$ cat src/rtl/somador_pkg.sv
// rtl/somador_pkg.sv - shared opcodes and pipeline geometry helpers for the sliced adder
package somador_pkg;

  localparam logic OP_ADD = 1'b0;
  localparam logic OP_SUB = 1'b1;

  function automatic int stages(input int width, input int slice);
    return width / slice;
  endfunction

  // Geometry must split into whole slices with at least one stage.
  function automatic bit geometry_ok(input int width, input int slice);
    return (slice > 0) && (width >= slice) && ((width % slice) == 0);
  endfunction

endpackage

$ cat src/rtl/somador_fa.sv
// rtl/somador_fa.sv - one-bit full-adder cell
module somador_fa (
  input  logic a,
  input  logic b,
  input  logic cin,
  output logic s,
  output logic cout
);

  assign s    = a ^ b ^ cin;
  assign cout = (a & b) | (cin & (a ^ b));

endmodule

$ cat src/rtl/somador_fatia.sv
// rtl/somador_fatia.sv - combinational SLICE-bit ripple adder built from full-adder cells
module somador_fatia #(
  parameter int SLICE = 4
) (
  input  logic [SLICE-1:0] a,
  input  logic [SLICE-1:0] b,
  input  logic             cin,
  output logic [SLICE-1:0] s,
  output logic             cout
);

  logic [SLICE:0] w_c;

  assign w_c[0] = cin;

  for (genvar i = 0; i < SLICE; i++) begin : g_bit
    somador_fa u_fa (
      .a   (a[i]),
      .b   (b[i]),
      .cin (w_c[i]),
      .s   (s[i]),
      .cout(w_c[i+1])
    );
  end

  assign cout = w_c[SLICE];

endmodule

$ cat src/rtl/somador_pipeline_param.sv
// rtl/somador_pipeline_param.sv - pipelined add/sub, one SLICE per stage, valid/ready handshake
// Optional overflow output ovf when SOMADOR_OVF_EN is defined.
module somador_pipeline_param
  import somador_pkg::*;
#(
  parameter int WIDTH = 8,
  parameter int SLICE = 4
) (
  input  logic             clk,
  input  logic             rst,
  input  logic             in_valid,
  output logic             in_ready,
  input  logic [WIDTH-1:0] A,
  input  logic [WIDTH-1:0] B,
  input  logic             sub,
  output logic             out_valid,
  input  logic             out_ready,
  output logic [WIDTH:0]   S
`ifdef SOMADOR_OVF_EN
  ,
  output logic             ovf
`endif
);

  localparam int STAGES = stages(WIDTH, SLICE);
  localparam int LAST   = STAGES - 1;

  if (!geometry_ok(WIDTH, SLICE)) begin : g_bad_geometry
    $error("somador_pipeline_param: WIDTH must be a positive multiple of SLICE");
  end

  logic             w_advance;
  logic             r_vld [STAGES];
  logic             r_sub [STAGES];
  logic             r_cy  [STAGES];
  logic [WIDTH-1:0] r_a   [STAGES];
  logic [WIDTH-1:0] r_b   [STAGES];
  logic [WIDTH-1:0] r_sum [STAGES];

  logic             w_vld_in  [STAGES];
  logic             w_sub_in  [STAGES];
  logic             w_cin     [STAGES];
  logic [WIDTH-1:0] w_a_in    [STAGES];
  logic [WIDTH-1:0] w_b_in    [STAGES];
  logic [WIDTH-1:0] w_sum_in  [STAGES];
  logic [WIDTH-1:0] w_sum_nxt [STAGES];
  logic [SLICE-1:0] w_s       [STAGES];
  logic             w_cout    [STAGES];

  assign w_advance = !r_vld[LAST] || out_ready;
  assign in_ready  = w_advance;

  for (genvar k = 0; k < STAGES; k++) begin : g_stage
    if (k == 0) begin : g_head
      // Subtraction becomes A + ~B + 1 here; later stages only see effective operands.
      assign w_vld_in[k] = in_valid;
      assign w_sub_in[k] = (sub == OP_SUB);
      assign w_cin[k]    = (sub == OP_SUB);
      assign w_a_in[k]   = A;
      assign w_b_in[k]   = (sub == OP_SUB) ? ~B : B;
      assign w_sum_in[k] = '0;
    end else begin : g_body
      assign w_vld_in[k] = r_vld[k-1];
      assign w_sub_in[k] = r_sub[k-1];
      assign w_cin[k]    = r_cy[k-1];
      assign w_a_in[k]   = r_a[k-1];
      assign w_b_in[k]   = r_b[k-1];
      assign w_sum_in[k] = r_sum[k-1];
    end

    somador_fatia #(.SLICE(SLICE)) u_fatia (
      .a   (w_a_in[k][k*SLICE +: SLICE]),
      .b   (w_b_in[k][k*SLICE +: SLICE]),
      .cin (w_cin[k]),
      .s   (w_s[k]),
      .cout(w_cout[k])
    );

    // Bits above the current slice are still zero, so OR merges the new slice in place.
    assign w_sum_nxt[k] = w_sum_in[k] | (WIDTH'(w_s[k]) << (k*SLICE));
  end

  always_ff @(posedge clk or posedge rst) begin
    if (rst) begin
      for (int k = 0; k < STAGES; k++) begin
        r_vld[k] <= 1'b0;
        r_sub[k] <= 1'b0;
        r_cy[k]  <= 1'b0;
        r_a[k]   <= '0;
        r_b[k]   <= '0;
        r_sum[k] <= '0;
      end
    end else if (w_advance) begin
      for (int k = 0; k < STAGES; k++) begin
        r_vld[k] <= w_vld_in[k];
        r_sub[k] <= w_sub_in[k];
        r_cy[k]  <= w_cout[k];
        r_a[k]   <= w_a_in[k];
        r_b[k]   <= w_b_in[k];
        r_sum[k] <= w_sum_nxt[k];
      end
    end
  end

  assign out_valid = r_vld[LAST];
  // Carry out of A + ~B + 1 is the inverse of borrow, hence the XOR with sub.
  assign S = {r_cy[LAST] ^ r_sub[LAST], r_sum[LAST]};

`ifdef SOMADOR_OVF_EN
  logic w_msb_cin;
  logic w_ovf_nxt;
  logic r_ovf;

  assign w_msb_cin = w_a_in[LAST][WIDTH-1] ^ w_b_in[LAST][WIDTH-1] ^ w_s[LAST][SLICE-1];
  assign w_ovf_nxt = w_msb_cin ^ w_cout[LAST];

  always_ff @(posedge clk or posedge rst) begin
    if (rst) begin
      r_ovf <= 1'b0;
    end else if (w_advance) begin
      r_ovf <= w_ovf_nxt;
    end
  end

  assign ovf = r_ovf;
`endif

endmodule
$ cat config.mk
export PLATFORM = sky130hd
export DESIGN_NAME = somador_pipeline_param
export DESIGN_NICKNAME = d
export VERILOG_FILES = /design/src/rtl/somador_pkg.sv /design/src/rtl/somador_fa.sv /design/src/rtl/somador_fatia.sv /design/src/rtl/somador_pipeline_param.sv
export SDC_FILE = /design/constraint.sdc
export NUM_CORES = 1
export LEC_CHECK = 0
export CORE_MARGIN = 2
export CORE_UTILIZATION = 45
export DETAILED_ROUTE_END_ITERATION = 8
export PLACE_DENSITY = 0.73
export RECOVER_POWER = 100
export SETUP_SLACK_MARGIN = 0.4
export SLEW_MARGIN = 25
export SYNTH_ARGS = -nofsm -noshare
export SYNTH_HDL_FRONTEND = slang
export SYNTH_HIERARCHICAL = 1
export SYNTH_SLANG_ARGS = --single-unit
$ cat constraint.sdc
create_clock -name clk -period 4.6 [get_ports clk]
set_input_delay 0.46 -clock clk [delete_from_list [all_inputs] [get_ports clk]]
set_output_delay 0.46 -clock clk [all_outputs]
set_load 0.05 [all_outputs]
==> results.toml, run 1 <==
[status]
status = "completed"

[global_route]
overflow = 0
grt_pass1_wl_um = 3560
grt_pass1_vias = 734
grt_use_total_pct = 14.2
grt_max_degree = 28
antenna_found_initial = 0

[setup_path]
cp.required_ns = 4.14
path_max_fanout = 27
path_delay_family = "buffers and inverters"
worst-endpoint-arrival_ns = 2.90
rr_startpoint = "r_a[12]"
endpoint_kind = "primary output"
crit_chain = "dlygate4sd3_1, nand2b_1, dlygate4sd3_1"
cp-start-kind = "input port"
path_buf_inv = 2
cpPeakStageDelay_ns = 1.00
slowest_stage = "dlygate4sd3_1"
crit_top_cell = "dlygate4sd3_1"
setup.worst_path.start = "out_ready"
critical_path_class = "in -> out"

[logic_synthesis]
synth_top_area_share_pct = 47.2
synth.area.top_cells = "dfrtp_1 (47%), mux2_4 (20%), fa_1 (12%)"
ys_seq_elements = 26
syn-num-nets = 112
avgSynthCellArea_um2 = 16.6
yosys_warnings = 6
synth_area_um2 = 1380
synthCells = 83
synth_cell_types = 12
yosysTopAreaCell = "dfrtp_1"
yosysSeqAreaShare_pct = 47.2

[run]
cap_violations = 0

[floorplanning]
placementRows = 20
initial_core_util_pct = 46.3
die_area_um2 = 3520
pin_count = 32
fp.dieW_um = 59.4
core_area_um2 = 2980
die-height_um = 59.4

[placed_design]
globalplace.congestion = 0.728
dp.cells = 135
io_buffers = 31
dpl.hpwl_um = 1550

[clock_tree]
cts_tree = "built"
clock_latency_ns = 0.32
h-tree-depth = 1
cts_resized = 0
path_clk_slew_ns = 0.14
max-clock-path-buffers = 2
cts_post_setup_buffers_inserted = 0
numCtsBuffers = 3
hold_buffers = 0
cts_root_buffer = "clkbuf_4"
clock-sinks = 26

[final_layout]
antenna_cells = 0
layout_commonest_cell = "dfrtp_1"
area_delta_synth_final_pct = 15.7
final_cells = 139
final_nets = 136
drive_gt1_share_pct = 11.3
fill_cells = 252
layout_common_cells = "dfrtp_1 (26), mux2_1 (17), clkdlybuf4s50_1 (17)"

[routing]
dr.pass1.iters = 2
drtAntennaViolNets = 0
wirelength_um = 2110
viasPerCell = 4.95
wl_per_cell_um = 15.2
vias = 688
drt_iter0_markers = 6
drc = 0

[sta]
fmax_mhz = 297
rsz0062_at_grt = "false"
setup_violations = 0
skew_ns = 0.00737
post-route-period-util_pct = 73.1
fin_setup_tns_ns = 0
slew_headroom_pct = 17.5
hold_viol = 0
worst_pin_slew_ns = 1.24
fin_crit_ns = 3.36
hold_slack_ns = 0.499
slew_viol_final = 0

[worst_hold_path]
hold_class = "reg -> reg"
hold_start = "r_vld[1]"

[power]
vdd_drop_max_v = 0.000156
p_per_area_nw_per_um2 = 514
power_leakage_uw = 0.000667
==> cell families after synthesis <==
| family | count (synthesis) | synth area share, % |
|---|---|---|
| muxes | 25 | 25.3 |
| xor gates and xnor gates | 9 | 5.72 |
| and+or+nand+nor | 2 | 1.45 |
| buffers and inverters | 13 | 8.71 |
| DFF | 26 | 47.2 |
| adders and majority gates | 8 | 11.6 |
==> report_power, final <==
group / total, µW / switching (µW) / internal (µW) / leakage (µW)
clock network: 156 / 68.2 / 88.1 / 0.0000279
logic: 336 / 207 / 128 / 0.000337
registers: 328 / 35.9 / 292 / 0.000302
==> state kept, by name, summed over array words and instances, names as in the netlist <==
register and cells:
S 8, out_valid 1, r_a 4, r_b 4, r_cy 2, r_sub 2
r_sum 4, r_vld 1
==> area by class of cell <==
cell class / count / area [µm²] / area share [%]
clock buffers: 3 / 22.5 / 1.41
clock inverters: 1 / 30.0 / 1.88
inverters: 1 / 3.75 / 0.235
multi-input cells: 44 / 537 / 33.6
flip-flops and latches: 26 / 651 / 40.8
well taps: 33 / 41.3 / 2.59
repair buffers: 31 / 310 / 19.5
==> per-stage QoR <==
stage / area, µm² / setup slack (ns) / power (µW) / utilization [%]
after global placement: 1610 / 1.20 / 728 / 54.2
after CTS: 1670 / 1.50 / 896 / 56.0
after global routing: 1600 / 1.10 / 869 / 53.6
final: 1600 / 1.24 / 820 / 53.6
after detailed placement: 1610 / 1.12 / 738 / 54.2
after floorplan: 1380 / 1.82 / 668 / -
==> routing by layer <==
layer	track usage, %	wire [µm]	vias up	part of all wire (%)
li1	-	-	309	-
met1	18.7	903	359	43
met2	22.6	1110	15	52
met3	2.62	60	5	2.8
met4	6.82	38	0	1.8
met5	0	0	-	0
==> worst register-to-register path, stage by stage, from the launching register on <==
cell     delay, ns
dfrtp_1       0.43
fa_1          0.44
fa_1          0.40
fa_1          0.39
fa_1          0.43
mux2_1        0.30
==> synthesized netlist by cell type <==
master    count
dfrtp_1      26
mux2_4       18
xor2_1        9
buf_4         8
fa_1          8
mux2_2        7
buf_12        2
buf_2         1
buf_6         1
inv_1         1
nand2b_1      1
nand2b_4      1
==> final timing paths <==
path | slack (ns) | end | cells past startpoint
max in group asynchronous | 3.23 | r_a[14] | 2
hold / removal | 0.50 | out_valid | 1
setup reg to reg | 2.11 | S[7] | 5
setup / recovery | 1.24 | in_ready | 3
hold reg to reg | 0.50 | out_valid | 1
min in group asynchronous | 0.77 | S[5] | 2
Power figures use the tool's default switching activity.
==> inputs of run 2 (changes only) <==
==> constraint.sdc (replaced) <==
create_clock -name clk -period 3.34 [get_ports clk]
set_input_delay 0.334 -clock clk [delete_from_list [all_inputs] [get_ports clk]]
set_output_delay 0.334 -clock clk [all_outputs]
set_load 0.05 [all_outputs]
==> run 2 against run 1 <==
- sequential power is 38% higher
- critical endpoint is now r_sum[11]
- flip-flop and latch count stayed put
- core utilization about the same
- register-to-register slack worse by 1.3 ns
- critical path type is now in -> reg
- worst setup slack got worse by 0.71 ns
- routed wire length down 4.7%
- largest power group unchanged
- hold slack worse by 0.012 ns
- die area unchanged
- critical path depth increased by 4
==> results.toml, run 2 (synthesized netlist as in run 1, its figures left out) <==
[placed_design]
io_buffers = 31
dpl.hpwl_um = 1510
post_dp_cell_area_um2 = 1620
globalplace.congestion = 0.732

[clock_tree]
hold_buffers = 0
cts_root_buffer = "clkbuf_4"
cts_tree = "built"
h-tree-depth = 1
numCtsBuffers = 3
path_clk_slew_ns = 0.14
clock-sinks = 26
max-clock-path-buffers = 2
clock_latency_ns = 0.31
cts_post_setup_buffers_inserted = 0
cts_resized = 0

[routing]
drtAntennaViolNets = 0
vias = 673
wl_per_cell_um = 14.3
wirelength_um = 2010
drt_iter0_markers = 8
drc = 0
dr.pass1.iters = 4
viasPerCell = 4.81

[setup_path]
path_max_fanout = 2
cp.required_ns = 3.55
worst-endpoint-arrival_ns = 3.03
endpoint_kind = "flip-flop"
critical_path_class = "in -> reg"
cp-start-kind = "input port"

[power]
p_int_uw = 644
seqPwrFrac_pct = 42.2
power.share.clock_pct = 14.8
power_uw = 1070
p_per_area_nw_per_um2 = 669
vdd_drop_max_v = 0.000245
power_leakage_uw = 0.000671
switching_share_pct = 39.6
power.share.combinational_pct = 43.0
power.switching_uw = 423

[floorplanning]
die-height_um = 59.4
die_area_um2 = 3520
placementRows = 20
initial_core_util_pct = 46.3
pin_count = 32
core_area_um2 = 2980
fp.dieW_um = 59.4

[sta]
hold_viol = 0
slew_viol_final = 0
skew_ns = 0.00276
fin_crit_ns = 2.82
post-route-period-util_pct = 84.3
fmax_mhz = 355
slew_headroom_pct = 34.6
hold_slack_ns = 0.487
worst_pin_slew_ns = 0.979
fin_setup_tns_ns = 0
rsz0062_at_grt = "false"
setup_violations = 0

[final_layout]
layout_commonest_cell = "dfrtp_1"
layout_common_cells = "dfrtp_1 (26), mux2_1 (17), clkdlybuf4s50_1 (17)"
drive_gt1_share_pct = 13.1
final_nets = 137
final_cell_area_um2 = 1590
antenna_cells = 0
largest_register_ff_count = 8
area_delta_synth_final_pct = 15.6

[global_route]
grtUsageMet3_pct = 1.97
antenna_found_initial = 0
grt_use_total_pct = 13.2
grt_pass1_vias = 696
busiest_layer = "met2"
overflow = 0
grt_util_met2_pct = 20.6
use_met1_pct = 17.9
grt_max_degree = 28
grt_pass1_wl_um = 3300

[worst_hold_path]
hold_class = "reg -> reg"

[status]
status = "completed"

[run]
cap_violations = 0
## run 2: power groups by stage
stage | clock (µW) | combinational [µW] | sequential (µW)
final | 157 | 459 | 451
after global routing | 180 | 493 | 466
after CTS | 166 | 546 | 461
after detailed placement | 0 | 545 | 468
after global placement | 0 | 540 | 463
after floorplan | 0 | 464 | 455
## run 2: path summary, 6_finish.rpt
kind / start / endpoint / slack, ns / depth (start not counted)
max reg2reg: r_a[12] / S[7] / 0.86 / 5
min: r_vld[1] / out_valid / 0.49 / 1
max: sub / r_sum[11] / 0.52 / 7
max in group asynchronous: rst / r_b[12] / 2.08 / 2
min in group asynchronous: rst / r_a[13] / 0.67 / 2
min reg2reg: r_vld[1] / out_valid / 0.49 / 1
## run 2: metrics by stage
stage          std cells  setup slack, ns  utilization (%)
2_1_floorplan         83            0.686                -
3_3_place_gp         136            0.399             54.5
6_report             140            0.524             53.5
3_5_place_dp         136            0.346             54.5
5_1_grt              140            0.485             53.5
4_1_cts              140            0.707             55.7
## run 2: area by class of cell
cell class              count  area (µm²)
repair buffers             32         318
inverters                   1        3.75
multi-input cells          44         544
fillers                   262        1380
clock buffers               4        36.3
flip-flops and latches     26         651
well taps                  33        41.3
## run 2: per-layer routing
metal,share of wire (%),wire length (µm)
met1,46,922
met2,49,985
met5,0,0
met3,3.3,66
met4,1.7,34
## run 2: critical path: stages
cell           delay (ns)
dlygate4sd3_1        0.57
xor2_1               0.19
fa_1                 0.43
fa_1                 0.40
fa_1                 0.39
fa_1                 0.42
mux2_1               0.30
==> inputs of run 3 (changes only) <==
--- a/config.mk
+++ b/config.mk
@@ -6,9 +6,9 @@
 export NUM_CORES = 1
 export LEC_CHECK = 0
 export CORE_MARGIN = 2
-export CORE_UTILIZATION = 45
+export CORE_UTILIZATION = 44
 export DETAILED_ROUTE_END_ITERATION = 8
-export PLACE_DENSITY = 0.73
+export PLACE_DENSITY = 0.75
 export RECOVER_POWER = 100
 export SETUP_SLACK_MARGIN = 0.4
 export SLEW_MARGIN = 25
==> constraint.sdc (replaced) <==
create_clock -name clk -period 2.4 [get_ports clk]
set_input_delay 0.24 -clock clk [delete_from_list [all_inputs] [get_ports clk]]
set_output_delay 0.24 -clock clk [all_outputs]
set_load 0.05 [all_outputs]
==> run 3 against run 2 <==
- sequential share of layout area down 1.9 points
- cell area rose by 4.9%
- non-clock buffer count up 2
- die area increased by 2.1%
- cell count grew 9.3%
- register-to-register slack worse by 0.75 ns
- hold slack lost 0.038 ns
- first-iteration DRC count stayed put
- power increased by 50%
- critical path type is now reg -> reg
- largest cell class unchanged
- largest power group unchanged
==> results.toml, run 3 (synthesized netlist as in run 1, its figures left out) <==
[final_layout]
final_util_pct = 55.2
fill_cells = 268
antenna_cells = 0
area_delta_synth_final_pct = 21.2
final_nets = 139
layout_commonest_cell = "dfrtp_1"
largest_register_ff_count = 8
layout_common_cells = "dfrtp_1 (26), clkdlybuf4s50_1 (15), mux2_1 (12)"
drive_gt1_share_pct = 24.8

[placed_design]
dpl.hpwl_um = 1470
globalplace.congestion = 0.750
pre_cts_ws_ns = -0.308
io_buffers = 31

[setup_path]
rr_startpoint = "r_a[12]"
cp-start-kind = "flip-flop"
path_delay_family = "adder cells"
worst-endpoint-arrival_ns = 2.51
worstRegToRegCells = 5
r2r_setup_slack_ns = 0.11
path_buf_inv = 0
cpPeakStageDelay_ns = 0.42
crit_chain = "fa_2, fa_2, fa_1, fa_2, mux2_4"
endpoint_kind = "flip-flop"
crit_top_cell = "fa_2"
slowest_stage = "dfrtp_1"
endpoint = "S[7]"
r2r_end = "S[7]"
cp.required_ns = 2.62
worst-path-stages = 5
critical_path_class = "reg -> reg"
setup.worst_path.start = "r_a[12]"
path_max_fanout = 2

[sta]
fin_crit_ns = 2.29
fin_ws_ns = 0.111
slew_viol_final = 0
setup_violations = 0
rsz0062_at_grt = "true"
hold_viol = 0
skew_ns = 0.0114
post-route-period-util_pct = 95.4
fmax_mhz = 437
hold_slack_ns = 0.449
worst_pin_slew_ns = 1.37
slew_headroom_pct = 8.44

[clock_tree]
hold_buffers = 0
clock_latency_ns = 0.31
cts_post_setup_buffers_inserted = 0
cts_tree = "built"
numCtsBuffers = 3
cts_root_buffer = "clkbuf_4"
h-tree-depth = 1
max-clock-path-buffers = 2
path_clk_slew_ns = 0.14
clock-sinks = 26

[power]
p_per_area_nw_per_um2 = 958
vdd_drop_max_v = 0.000408
power.share.clock_pct = 18.3
power.share.combinational_pct = 42.3
power_uw = 1600
power.switching_uw = 594
switching_share_pct = 37.1
seqPwrFrac_pct = 39.4
power_leakage_uw = 0.000716
p_int_uw = 1010

[floorplanning]
initial_core_util_pct = 45.5
placementRows = 20
pin_count = 32
core_area_um2 = 3030
die_area_um2 = 3600
die-height_um = 60.0
fp.dieW_um = 60.0

[routing]
wirelength_um = 1970
dr.pass1.iters = 2
drc = 0
drtAntennaViolNets = 0
drt_iter0_markers = 8
viasPerCell = 4.29
vias = 657
wl_per_cell_um = 12.9

[global_route]
antenna_found_initial = 0
grt_max_degree = 28
grt_pass1_wl_um = 3370
grt_pass1_vias = 731
grt_use_total_pct = 12.8
overflow = 0

[worst_hold_path]
holdPathStages = 3
hold_class = "in -> reg"

[status]
status = "completed"

[run]
cap_violations = 0
-- run 3: layer usage --
| metal | global-route usage (%) | wire, µm | up-vias |
|---|---|---|---|
| li1 | - | - | 316 |
| met1 | 17.3 | 951 | 329 |
| met2 | 20.5 | 929 | 10 |
| met3 | 3.25 | 68 | 2 |
| met4 | 3.81 | 17 | 0 |
| met5 | 0 | 0 | - |
-- run 3: layout make-up --
class | count | area, µm² | area share [%]
clock buffers | 3 | 22.5 | 1.35
clock inverters | 1 | 30.0 | 1.80
inverters | 1 | 3.75 | 0.225
multi-input cells | 44 | 592 | 35.4
flip-flops and latches | 26 | 651 | 38.9
well taps | 44 | 55.1 | 3.29
repair buffers | 34 | 318 | 19.0
-- run 3: worst min-delay path by stage --
stage | startpoint | endpoint | slack (ns)
after floorplan | rst | S[0] | 0.28
after global placement | r_vld[1] | out_valid | 0.44
after detailed placement | r_vld[1] | out_valid | 0.46
after CTS | rst | S[7] | 0.27
after global routing | A[0] | r_sum[8] | 0.44
final | A[0] | r_sum[8] | 0.45
-- run 3: through the flow --
step	TNS [ns]	std cells	area, µm²
2_1_floorplan	0	83	1420
3_3_place_gp	-0.470	149	1670
3_5_place_dp	-0.544	149	1670
4_1_cts	0	153	1730
5_1_grt	0	153	1670
6_report	0	153	1670
-- run 3: power groups by stage --
stage / Combinational (µW) / Clock [µW] / Sequential, µW
after global placement: 763 / 0 / 646
after global routing: 723 / 328 / 648
final: 677 / 294 / 630
after floorplan: 657 / 0 / 636
after detailed placement: 775 / 0 / 652
after CTS: 782 / 303 / 643
-- run 3: repair_timing --
item	CTS	global route
endpoints found under the setup margin	5	5
endpoints found under the hold margin	0	0
gates resized for setup	14	3
pin swaps	5	4
-- run 3: worst min-delay path, stage by stage --
cell             delay [ns]
clkdlybuf4s15_1        0.19
fa_1                   0.18
mux2_1                 0.13
